[config.mk]
export PLATFORM = sky130hd
export DESIGN_NAME = memory_mapped_regs
export DESIGN_NICKNAME = d
export VERILOG_FILES = /design/src/rtl/memory_mapped_regs.sv
export SDC_FILE = /design/constraint.sdc
export NUM_CORES = 1
export LEC_CHECK = 0
export ABC_AREA = 1
export BUFFER_PORTS_ARGS = -buffer_cell sky130_fd_sc_hd__buf_2
export CAP_MARGIN = 20
export CORE_MARGIN = 2
export CORE_UTILIZATION = 24
export CTS_CLUSTER_SIZE = 16
export DETAILED_ROUTE_END_ITERATION = 7
export GPL_ROUTABILITY_DRIVEN = 0
export HOLD_SLACK_MARGIN = 0.05
export SLEW_MARGIN = 20
export SYNTH_ARGS = -nofsm -noshare
export SYNTH_HDL_FRONTEND = slang
export SYNTH_SLANG_ARGS = --single-unit
[constraint.sdc]
create_clock -name clk -period 2 [get_ports clk]
set_clock_uncertainty 0.1 [all_clocks]
set_input_delay 0.2 -clock clk [delete_from_list [all_inputs] [get_ports clk]]
set_output_delay 0.2 -clock clk [all_outputs]
set_load 0.05 [all_outputs]
[src/rtl/memory_mapped_regs.sv]
// Host-visible configuration/status register bank for the TS QoS channel selector.
// Policy fields drive straight from flops; COMMIT validates the priority order and pulses valid_config.
module memory_mapped_regs #(
  parameter logic [19:0] RESET_TIMER_DEFAULT = 20'd1000,
  parameter logic [7:0]  PRIORITY_DEFAULT    = 8'hE4
) (
  input  logic        clk,
  input  logic        rst,
  input  logic        mm_write_en,
  input  logic        mm_read_en,
  input  logic [7:0]  mm_addr,
  input  logic [31:0] mm_wdata,
  output logic [31:0] mm_rdata,
  output logic        fallback_enable,
  output logic        manual_enable,
  output logic [1:0]  manual_channel,
  output logic [7:0]  channel_priority,
  output logic [19:0] reset_timer,
  output logic        valid_config,
  input  logic [1:0]  active_channel,
  input  logic [3:0]  signal_present,
  input  logic [7:0]  error_count_ch0,
  input  logic [7:0]  error_count_ch1,
  input  logic [7:0]  error_count_ch2,
  input  logic [7:0]  error_count_ch3
);
  localparam int NUM_CH = 4;
  localparam int CH_W   = 2;

  localparam logic [5:0] A_CONTROL  = 6'h00;
  localparam logic [5:0] A_PRIORITY = 6'h01;
  localparam logic [5:0] A_TIMER    = 6'h02;
  localparam logic [5:0] A_COMMIT   = 6'h03;
  localparam logic [5:0] A_STATUS   = 6'h04;
  localparam logic [5:0] A_ERRCNT   = 6'h05;

  typedef struct packed {
    logic        wr;
    logic        rd;
    logic [5:0]  idx;
    logic [31:0] wdata;
  } mm_req_t;

  mm_req_t                         req;
  logic [3:0]                      ctrl_q;
  logic [NUM_CH-1:0][CH_W-1:0]     prio_q;
  logic [19:0]                     timer_q;
  logic                            cfg_err_q;
  logic [NUM_CH-1:0][7:0]          err_cnt;
  logic [NUM_CH-1:0][NUM_CH-1:0]   prio_onehot;
  logic [NUM_CH-1:0]               prio_seen;
  logic                            prio_ok;
  logic                            commit_req;
  logic [31:0]                     rd_val;
  logic                            unused_ok;

  assign req = '{wr: mm_write_en, rd: mm_read_en, idx: mm_addr[7:2], wdata: mm_wdata};
  assign err_cnt = {error_count_ch3, error_count_ch2, error_count_ch1, error_count_ch0};
  assign unused_ok = ^{mm_addr[1:0], req.wdata[31:20]};

  assign fallback_enable  = ctrl_q[0];
  assign manual_enable    = ctrl_q[1];
  assign manual_channel   = ctrl_q[3:2];
  assign channel_priority = prio_q;
  assign reset_timer      = timer_q;

  // Four ids are pairwise distinct exactly when their one-hot decodes cover every channel.
  for (genvar g = 0; g < NUM_CH; g++) begin : g_prio_dec
    assign prio_onehot[g] = {{(NUM_CH-1){1'b0}}, 1'b1} << prio_q[g];
  end

  always_comb begin
    prio_seen = '0;
    for (int i = 0; i < NUM_CH; i++) prio_seen = prio_seen | prio_onehot[i];
    prio_ok = &prio_seen;
  end

  assign commit_req = req.wr && (req.idx == A_COMMIT) && req.wdata[0];

  // Read mux sees pre-write register values, so a same-cycle write is not visible.
  always_comb begin
    rd_val = '0;
    case (req.idx)
      A_CONTROL:  rd_val[3:0]  = ctrl_q;
      A_PRIORITY: rd_val[7:0]  = prio_q;
      A_TIMER:    rd_val[19:0] = timer_q;
      A_STATUS: begin
        rd_val[1:0] = active_channel;
        rd_val[7:4] = signal_present;
        rd_val[8]   = cfg_err_q;
      end
      A_ERRCNT:   rd_val = err_cnt;
      default:    rd_val = '0;
    endcase
  end

  always_ff @(posedge clk) begin
    if (rst) begin
      ctrl_q       <= '0;
      prio_q       <= PRIORITY_DEFAULT;
      timer_q      <= RESET_TIMER_DEFAULT;
      cfg_err_q    <= 1'b0;
      valid_config <= 1'b0;
      mm_rdata     <= '0;
    end else begin
      valid_config <= 1'b0;
      if (req.wr) begin
        case (req.idx)
          A_CONTROL:  ctrl_q  <= req.wdata[3:0];
          A_PRIORITY: prio_q  <= req.wdata[7:0];
          A_TIMER:    timer_q <= req.wdata[19:0];
          default: ;
        endcase
      end
      if (commit_req) begin
        valid_config <= prio_ok;
        cfg_err_q    <= !prio_ok;
      end
      mm_rdata <= req.rd ? rd_val : 32'h0;
    end
  end
endmodule

After elaboration in Yosys (flattened, before gate mapping)
Index checks and enable logic that the tools add are counted.
Widths: inputs -> output; s select.
Storage, ports and cells
  register bits: 66
  bits of input ports: 82
  word-level logic and storage cells: 41
  output and inout bits: 65
Cells by class
  muxes and demuxes: 5
  reductions and logical operators: 11
  bitwise gates (word level): 6
  eq/ne operators: 5
  shifts and indexed selects: 4
Operator list (count)
  $pmux 11 s2: 1
  $pmux 4 s4: 1
  $shl 1x2->4 const A: 4
  $eq 6x2->1 const B: 2
  $eq 6x3->1 const B: 2
  $or 4x4->4: 3
  $pmux 2 s5: 1
  $pmux 2 s4: 1
  $eq 6x1->1 const B: 1
  $logic_not 6->1: 1
  $reduce_and 2->1: 3
  $reduce_and 4->1: 1
  $reduce_or 2->1: 2
  $not 1->1: 3
  $pmux 1 s3: 1
  $reduce_or 3->1: 1
  $logic_and 1x1->1: 2
  $logic_not 1->1: 1

Logic depth before layout (Yosys ltp)
Gate-level depths: netlist (run 1).
  word-level depth: 6
  mapped depth: 8
  mapped depth without buffers: 8

Worst setup path before layout (run 1)
Ideal clock, no wire load.
  path type: register to register
  start: reg prio_q, in the netlist channel_priority[0]
  end: reg valid_config
  data arrival time: 1157 ps
  slack: 631 ps
  data required time: 1788 ps
  stages on the path, launching flop included: 8
  period minus slack after synthesis: 1369 ps
  path buffers: 0
  library setup time: 112 ps
  cells stage by stage: dfxtp_1 inv_1 nand2_1 nand2_1 nor2_1 nor2_1 nand3_1 nor2_1
On the way
  cells in the longest elaborated chain, start to end: 5
RTL lines
  start, declared: line 46  | logic [NUM_CH-1:0][CH_W-1:0] prio_q;
  start signal, assigned: line 110  | A_PRIORITY: prio_q <= req.wdata[7:0];
  $shl 1x2->4: line 69  | assign prio_onehot[g] = {{(NUM_CH-1){1'b0}}, 1'b1} << prio_q[g];
  $or 4x4->4 (3 in series): line 74  | for (int i = 0; i < NUM_CH; i++) prio_seen = prio_seen | prio_onehot[i];
  $reduce_and 4->1: line 75  | prio_ok = &prio_seen;
  end signal, assigned: line 116  | valid_config <= prio_ok;
  end, declared: line 19  | output logic valid_config,
Every way passes these cells.
A chain may end at the register's enable or synchronous reset.

Final worst setup path (run 1)
  start: in rst
  end: reg mm_rdata[20]
On the way
  cells in the longest elaborated chain, start to end: 1
RTL lines
  start, declared: line 8  | input logic rst,
  $reduce_or 3->1 (no line)
  end signal, assigned: line 119  | mm_rdata <= req.rd ? rd_val : 32'h0;
  end, declared: line 13  | output logic [31:0] mm_rdata,
Every way passes these cells.

==> impl_metrics.yaml, run 1 <==
run_status:
  status: "finished clean"
drt:
  drcViolationCount: 0
  routed_wl_um: 9245
  ant_nets: 0
  vias: 3048
  first_pass_iters: 4
  initialDrtViolationCount: 98
  vias_per_cell: 4.263
  post_drt_wl_per_cell_um: 12.93
global_routing:
  antenna_found_initial: 0
  grt.total_usage_pct: 15.01
  grt_pass1_vias: 3032
  grt-ovfl-total: 0
  grt_max_degree: 33
  grt_pass1_wl_um: 14660
run:
  maxCapViolations: 0
die:
  die_h_um: 111.1
  row_count: 39
  die_w_um: 111.1
  core_area_um2: 11320
  dieArea_um2: 12340
  start_util_pct: 24.31
  boundaryPins: 147
critical_path:
  endpoint_kind: "flip-flop"
  path_cells: "dlygate4sd3_1, buf_2, inv_1, nand2_1, nor2_4, inv_2, nor2_1"
  worstPathMaxFanout: 13
  path_class: "in -> reg"
  crit_path_max_incr_delay_ps: 520
  worstPathArrival_ps: 1930
  path_delay_family: "buffers and inverters"
  start_kind: "input pin"
  worst-path-buf-inv: 4
  cp_slowest_cell: "dlygate4sd3_1"
  worst_ep_required_time_ps: 2160
clock_tree:
  ctsResizeCount: 0
  cts_buffer_depth: 2
  insertion_delay_ps: 330
  clk_pin_slew_ps: 50
  cts_buffers: 9
  cts_max_level: 3
  cts_root_buf: "clkbuf_16"
  clkSinkCount: 66
  cts_tree: "done"
synthesis:
  yosysWarnings: 0
  synthTopCellsByCount: "nand2_1 (108), nor2_1 (82), dfxtp_1 (66), inv_1 (35), nand3_1 (35)"
  yosysTopAreaCellShare_pct: 48.00
  syn_area_um2: 2753
  synth_edf_count: 0
  synthDistinctLibCells: 21
  synthArstFlopShare_pct: 0
  ys_seq_elements: 66
  synth_ff_type: "dfxtp_1"
  post-synth-top-count-cell: "nand2_1"
  yosysTopAreaCell: "dfxtp_1"
  synth_cells: 390
  synth_area_per_cell_um2: 7.058
  yosysSeqAreaShare_pct: 48.00
  synth_area_leaders: "dfxtp_1 (48%), nand2_1 (15%), nor2_1 (11%)"
  mappedNetlistNets: 472
final_layout:
  n_fill_cell: 1195
  fin_nets: 649
  diodes: 0
  final_cell_area_um2: 4303
  seq_area_um2: 1321
  drive_above_1_share_pct: 29.72
  areaGrowthSynthToFinish_pct: 56.32
  multi_input_area_um2: 1212
timing:
  finalHoldViolCount: 0
  fin_setup_tns_ps: 0
  period_minus_slack_ps: 1770
  slew_headroom_pct: 71.36
  grt_setup_unrepaired: "false"
  final_max_slew_viol_count: 0
  fin_ws_ps: 230.0
  post-route-period-util_pct: 88.50
  clock.fmax_mhz: 565.0
  setup_viol: 0
  worst_slew_pin_slew_ps: 429.1
place:
  dp_slack_ps: 348.6
  dp_hpwl_um: 6630
  place_area_um2: 3553
  io_buffers: 132
power_and_ir_drop:
  leakagePower_nw: 2.299
  ir_worst_vdd_uv: 289.6
  power_density_nw_per_um2: 767.9
  fin_total_pwr_w: 0.003304
min_path:
  min_path_type: "in -> reg"
state kept, by name, indices dropped and copies added, names as in the netlist:
name,cells
cfg_err_q,1
valid_config,1
mm_rdata,32
reset_timer,20
ctrl_q,4
channel_priority,8
per-stage QoR:
stage	hold WS [ps]	utilization (%)	cells
3_3_place_gp	291.2	31.39	657
2_1_floorplan	172.4	-	390
6_report	74.69	38.01	715
5_1_grt	78.28	38.01	715
4_1_cts	61.11	38.01	715
3_5_place_dp	292.7	31.39	657
tightest hold or removal path, delay by kind of cell:
family,cells,cell delay (ps)
buffers and inverters,1,100
AOI/OAI and AO/OA,1,80
and+or+nand+nor,1,80
cell usage in the layout (no fill, tap or decap), types with 9 or more instances in the layout:
master / count
clkbuf_16: 9
nor2_1: 82
dlygate4sd3_1: 42
buf_2: 132
inv_1: 35
o21ai_0: 21
nand2_1: 108
nand4_1: 10
dfxtp_1: 66
nand3_1: 35
repair_timing:
| action | 4_1_cts | 5_1_grt |
|---|---|---|
| hold buffers | 42 | 0 |
| endpoints found under the hold margin | 47 | 0 |
| buffers inserted | 0 | 0 |
metal layers:
| metal | vias up | global-route usage (%) | part of all wire [%] |
|---|---|---|---|
| met4 | 0 | 7.654 | 2.7 |
| li1 | 1577 | - | - |
| met5 | - | 0 | 0 |
| met3 | 17 | 3.007 | 4.5 |
| met2 | 88 | 25.85 | 47 |
| met1 | 1366 | 17.71 | 45 |
layout make-up:
cell class	count	area share (%)
Tap cell	143	4.158
Inverter	38	3.315
Timing Repair Buffer	179	26.00
Multi-Input combinational cell	273	28.18
Clock inverter	6	2.094
Sequential cell	66	30.71
Clock buffer	10	5.554
logic make-up (layout without fill, tap and decap cells):
group,Yosys count,in the layout,synth area share (%)
buffers and inverters,51,233,7.954
AO/OA/AOI/OAI,23,23,4.181
AND/OR/NAND/NOR,250,250,39.86
flip-flops,66,66,48.00
worst paths after layout:
path,depth (start not counted),endpoint,startpoint,slack (ps)
setup / recovery,7,mm_rdata[20],rst,230
hold / removal,3,channel_priority[1],mm_wdata[1],70
setup reg to reg,7,cfg_err_q,channel_priority[3],790
hold reg to reg,2,mm_rdata[11],reset_timer[11],380
power by group:
part           switching (W)  total, W  internal, W
Sequential        0.00000545   0.00133      0.00132
Clock               0.000580   0.00171      0.00113
Combinational       0.000140  0.000271     0.000131
Power figures use the tool's default switching activity.
==> run 2: changes to the inputs <==
--- a/config.mk
+++ b/config.mk
@@ -10,2 +10,4 @@
 export CAP_MARGIN = 20
+export CELL_PAD_IN_SITES_DETAIL_PLACEMENT = 2
+export CELL_PAD_IN_SITES_GLOBAL_PLACEMENT = 2
 export CORE_MARGIN = 2
@@ -16,2 +18,3 @@
 export HOLD_SLACK_MARGIN = 0.05
+export PLACE_DENSITY_LB_ADDON = 0.1
 export SLEW_MARGIN = 20
--- a/constraint.sdc
+++ b/constraint.sdc
@@ -4,2 +4,2 @@
 set_output_delay 0.2 -clock clk [all_outputs]
-set_load 0.05 [all_outputs]
+set_load 0.005 [all_outputs]
==> run 2 against run 1 <==
  * Die area is the same
  * Cell count is 0.42% higher
  * Critical endpoint is now mm_rdata[15]
  * Largest cell class unchanged
  * Critical path depth is the same
  * Critical path type unchanged
  * Via count increased by 4.0%
  * Setup slack improved by 26 ps
==> impl_metrics.yaml, run 2 (same netlist as run 1, synthesis figures left out) <==
run_status:
  status: "finished clean"
drt:
  ant_nets: 0
  vias: 3170
  post_drt_wl_per_cell_um: 15.13
  first_pass_iters: 4
  vias_per_cell: 4.415
  initialDrtViolationCount: 62
  drcViolationCount: 0
  routed_wl_um: 10860
critical_path:
  worst_ep_required_time_ps: 2180
  path_delay_family: "buffers and inverters"
  start_kind: "input pin"
  worst-path-buf-inv: 4
  cp_slowest_cell: "dlygate4sd3_1"
  path_cells: "dlygate4sd3_1, buf_2, inv_1, nand2_1, inv_1, nand3_1, nand2_1"
  crit_path_max_incr_delay_ps: 530
  worstPathMaxFanout: 12
  endpoint_kind: "flip-flop"
  path_class: "in -> reg"
  worstPathArrival_ps: 1920
final_layout:
  largest_register_ffs: 32
  n_fill_cell: 1363
  regMostFlops: "mm_rdata"
  multi_input_area_um2: 1212
  seq_area_um2: 1321
  diodes: 0
  final_common_cell: "buf_2"
  drive_above_1_share_pct: 30.09
  areaGrowthSynthToFinish_pct: 56.59
  fin_nets: 653
  layout_common_cells: "buf_2 (132), nand2_1 (108), nor2_1 (82), dfxtp_1 (66), dlygate4sd3_1 (41)"
power_and_ir_drop:
  leakagePower_nw: 2.307
  fin_total_pwr_w: 0.003248
  power_density_nw_per_um2: 753.6
  p_switching_w: 0.0007129
  power.share.switching_pct: 21.95
  internal-power_w: 0.002535
  clkPwrFrac_pct: 51.3
  p_comb_share_pct: 7.8
  ir_worst_vdd_uv: 281.8
  seq_power_share_pct: 40.9
timing:
  clock.fmax_mhz: 573.3
  post-route-period-util_pct: 87.22
  slew_headroom_pct: 69.19
  fin_setup_tns_ps: 0
  finalHoldViolCount: 0
  grt_setup_unrepaired: "false"
  final_max_slew_viol_count: 0
  period_minus_slack_ps: 1744
  setup_viol: 0
  worst_slew_pin_slew_ps: 461.0
clock_tree:
  insertion_delay_ps: 330
  clkSinkCount: 66
  cts_root_buf: "clkbuf_16"
  cts_tree: "done"
  cts_buffers: 9
  clk_pin_slew_ps: 60
  cts_buffer_depth: 2
  cts_max_level: 3
global_routing:
  grt_use_met2_pct: 32.19
  busiest_layer: "met2"
  grt_max_degree: 33
  globalRouteMet1Util_pct: 22.47
  grt_pass1_vias: 3414
  antenna_found_initial: 0
  grtUsageMet3_pct: 3.827
  grt_pass1_wl_um: 17950
  grt-ovfl-total: 0
  grt.total_usage_pct: 18.35
die:
  die_w_um: 111.1
  start_util_pct: 24.31
  boundaryPins: 147
  die_h_um: 111.1
  core_area_um2: 11320
  row_count: 39
  dieArea_um2: 12340
place:
  io_buffers: 132
  dp_hpwl_um: 7856
min_path:
  min_path_type: "in -> reg"
run:
  maxCapViolations: 0
[run 2: worst paths after layout]
path | startpoint | endpoint | slack, ps | cells past startpoint
setup / recovery | rst | mm_rdata[15] | 260 | 7
hold / removal | mm_wdata[10] | reset_timer[10] | 60 | 3
setup reg to reg | channel_priority[2] | cfg_err_q | 760 | 7
hold reg to reg | reset_timer[9] | mm_rdata[9] | 390 | 2
[run 2: per-stage QoR]
| stage | std cells | setup WS [ps] | util (%) | hold WS [ps] | cell area, µm² |
|---|---|---|---|---|---|
| CTS | 715 | 88.11 | 37.88 | 68.69 | 4288 |
| global route | 718 | 121.7 | 38.07 | 103.8 | 4310 |
| global placement | 659 | 377.3 | 31.52 | 291.6 | 3568 |
| detailed placement | 659 | 290.0 | 31.52 | 299.7 | 3568 |
| floorplan | 390 | 754.4 | - | 172.4 | 2753 |
| finish | 718 | 255.6 | 38.07 | 63.75 | 4310 |
[run 2: metal layers]
metal | wire length, µm | part of all wire [%]
met1 | 4728 | 44
met2 | 5485 | 51
met4 | 127 | 1.2
met5 | 0 | 0
met3 | 520 | 4.8
[run 2: final cells by class]
cell class,instances,area share [%]
inverters,38,3.309
clock buffers,10,5.312
repair buffers,183,26.59
well taps,143,4.151
flip-flops and latches,66,30.65
clock inverters,5,1.858
multi-input cells,273,28.13
[run 2: what timing repair did]
item / in CTS / in global routing
endpoints found under the setup margin: 0 / 9
resized for setup: 0 / 0
buffers inserted: 0 / 3
hold buffers: 41 / 0
hold endpoints to repair: 44 / 0
[run 2: power groups by stage]
stage	registers (W)	logic, W	clock network, W
floorplan	0.00136	0.0000766	0
global placement	0.00136	0.000186	0
detailed placement	0.00136	0.000192	0
CTS	0.00133	0.000256	0.00171
global route	0.00133	0.000285	0.00179
finish	0.00133	0.000254	0.00167
[run 2: worst min-delay path, delay by kind of cell]
| family | cells | cell delay [ps] |
|---|---|---|
| compound gates | 1 | 70 |
| simple gates | 1 | 100 |
| buf+inv | 1 | 70 |
==> run 3: changes to the inputs <==
- CORE_MARGIN: 2 -> default
==> run 3 against run 2 <==
  * Die area decreased by 3.6%
  * First-iteration DRC count up 16%
  * Sequential power is essentially flat
  * Design area decreased by 0.17%
  * Utilization up 1.1 points
  * Count of clock-buffer cells in the layout is 1 higher
  * Cell count down 0.84%
  * Critical path type unchanged
  * Highest routed layer unchanged
==> impl_metrics.yaml, run 3 (same netlist as run 1, synthesis figures left out) <==
final_layout:
  regMostFlops: "mm_rdata"
  fin_nets: 649
  layout_common_cells: "buf_2 (132), nand2_1 (108), nor2_1 (82), dfxtp_1 (66), dlygate4sd3_1 (41)"
  diodes: 0
  areaGrowthSynthToFinish_pct: 56.32
  final_cell_area_um2: 4303
  largest_register_ffs: 32
  drive_above_1_share_pct: 29.55
  final_common_cell: "buf_2"
min_path:
  hp-start: "mm_wdata[18]"
  min_path_type: "in -> reg"
  min_to: "reset_timer[18]"
  whs_path_depth: 3
timing:
  setup_viol: 0
  slew_headroom_pct: 67.68
  clock.fmax_mhz: 547.8
  fin_setup_tns_ps: 0
  worst_slew_pin_slew_ps: 484.3
  finalHoldViolCount: 0
  final_max_slew_viol_count: 0
  grt_setup_unrepaired: "false"
  post-route-period-util_pct: 91.28
  period_minus_slack_ps: 1826
clock_tree:
  cts_root_buf: "clkbuf_16"
  insertion_delay_ps: 330
  clk_pin_slew_ps: 60
  clkSinkCount: 66
  cts_buffers: 9
  cts_setup_buffers: 0
  ctsResizeCount: 0
  cts_max_level: 3
  cts_tree: "done"
  cts_buffer_depth: 2
power_and_ir_drop:
  internal-power_w: 0.002668
  power_density_nw_per_um2: 786.7
  leakagePower_nw: 2.302
  clkPwrFrac_pct: 53.3
  seq_power_share_pct: 39.2
  p_switching_w: 0.0007169
  power.share.switching_pct: 21.18
  p_comb_share_pct: 7.5
  ir_worst_vdd_uv: 426.5
run:
  maxCapViolations: 0
critical_path:
  timing.rr.start: "channel_priority[2]"
  r2r-end: "cfg_err_q"
  worstPathMaxFanout: 13
  reg2reg_slack_ps: 770
  worst_ep_required_time_ps: 2160
  worstPathArrival_ps: 1990
  path_class: "in -> reg"
  r2r_cells: 7
  endpoint_kind: "flip-flop"
  start_kind: "input pin"
drt:
  first_pass_iters: 4
  drcViolationCount: 0
  routed_wl_um: 10700
  vias: 3131
  ant_nets: 0
  initialDrtViolationCount: 72
  post_drt_wl_per_cell_um: 15.02
  vias_per_cell: 4.397
run_status:
  status: "finished clean"
place:
  io_buffers: 132
  dp_hpwl_um: 7689
  place_area_um2: 3557
die:
  dieArea_um2: 11900
  boundaryPins: 147
  row_count: 38
  die_w_um: 109.1
  start_util_pct: 25.06
  core_area_um2: 10980
  die_h_um: 109.1
global_routing:
  grt-ovfl-total: 0
  grt_pass1_wl_um: 16750
  grt.total_usage_pct: 18.64
  grt_pass1_vias: 3323
  grt_max_degree: 33
  antenna_found_initial: 0
==> run 3: critical path, stage by stage <==
cell and delay (ps):
dlygate4sd3_1 530, buf_2 150, inv_1 70, nand2_1 260
nor2_4 450, inv_2 190, nor2_1 130
==> run 3: worst max path at each step <==
stage | start | to | slack (ps) | cells past startpoint
2_1_floorplan | mm_addr[7] | reset_timer[15] | 750 | 7
3_3_place_gp | mm_addr[3] | mm_rdata[25] | 410 | 8
3_5_place_dp | mm_addr[3] | mm_rdata[23] | 330 | 8
4_1_cts | rst | mm_rdata[23] | 150 | 7
5_1_grt | rst | mm_rdata[23] | 20 | 7
6_report | rst | mm_rdata[29] | 170 | 7
==> run 3: timing repair <==
item                                    in CTS  in global routing
endpoints found under the setup margin       0                  0
hold endpoints to repair                    44                  0
hold buffers                                41                  0
==> run 3: per-layer routing <==
metal,part of all wire [%],GRT usage [%],up-vias
met5,0,0,-
met4,1.1,6.081,0
met3,4.6,3.288,9
met2,50,32.84,82
met1,44,22.75,1479
li1,-,-,1561
==> run 3: through the flow <==
stage | hold WS [ps] | util [%] | total power (W) | worst slack, ps | std cells
finish | 54.34 | 39.18 | 0.003385 | 174.5 | 712
global route | 80.98 | 39.18 | 0.003519 | 21.37 | 712
CTS | 51.46 | 39.18 | 0.003427 | 150.4 | 712
detailed placement | 299.5 | 32.39 | 0.001546 | 327.6 | 655
global placement | 294.0 | 32.39 | 0.001538 | 408.6 | 655
floorplan | 172.4 | - | 0.001432 | 754.4 | 390
==> run 3: layout make-up <==
| class | count | area (µm²) |
|---|---|---|
| clock buffers | 11 | 232.7 |
| fillers | 1312 | 6680 |
| multi-input cells | 273 | 1212 |
| inverters | 38 | 142.6 |
| well taps | 140 | 175.2 |
| clock inverters | 5 | 102.6 |
| repair buffers | 179 | 1116 |
| flip-flops and latches | 66 | 1321 |
==> run 3: power groups by stage <==
| stage | clock (W) | sequential (W) | combinational [W] |
|---|---|---|---|
| global route | 0.00191 | 0.00133 | 0.000278 |
| CTS | 0.00185 | 0.00133 | 0.000254 |
| finish | 0.00180 | 0.00133 | 0.000253 |
| floorplan | 0 | 0.00136 | 0.0000766 |
| detailed placement | 0 | 0.00136 | 0.000190 |
| global placement | 0 | 0.00136 | 0.000182 |
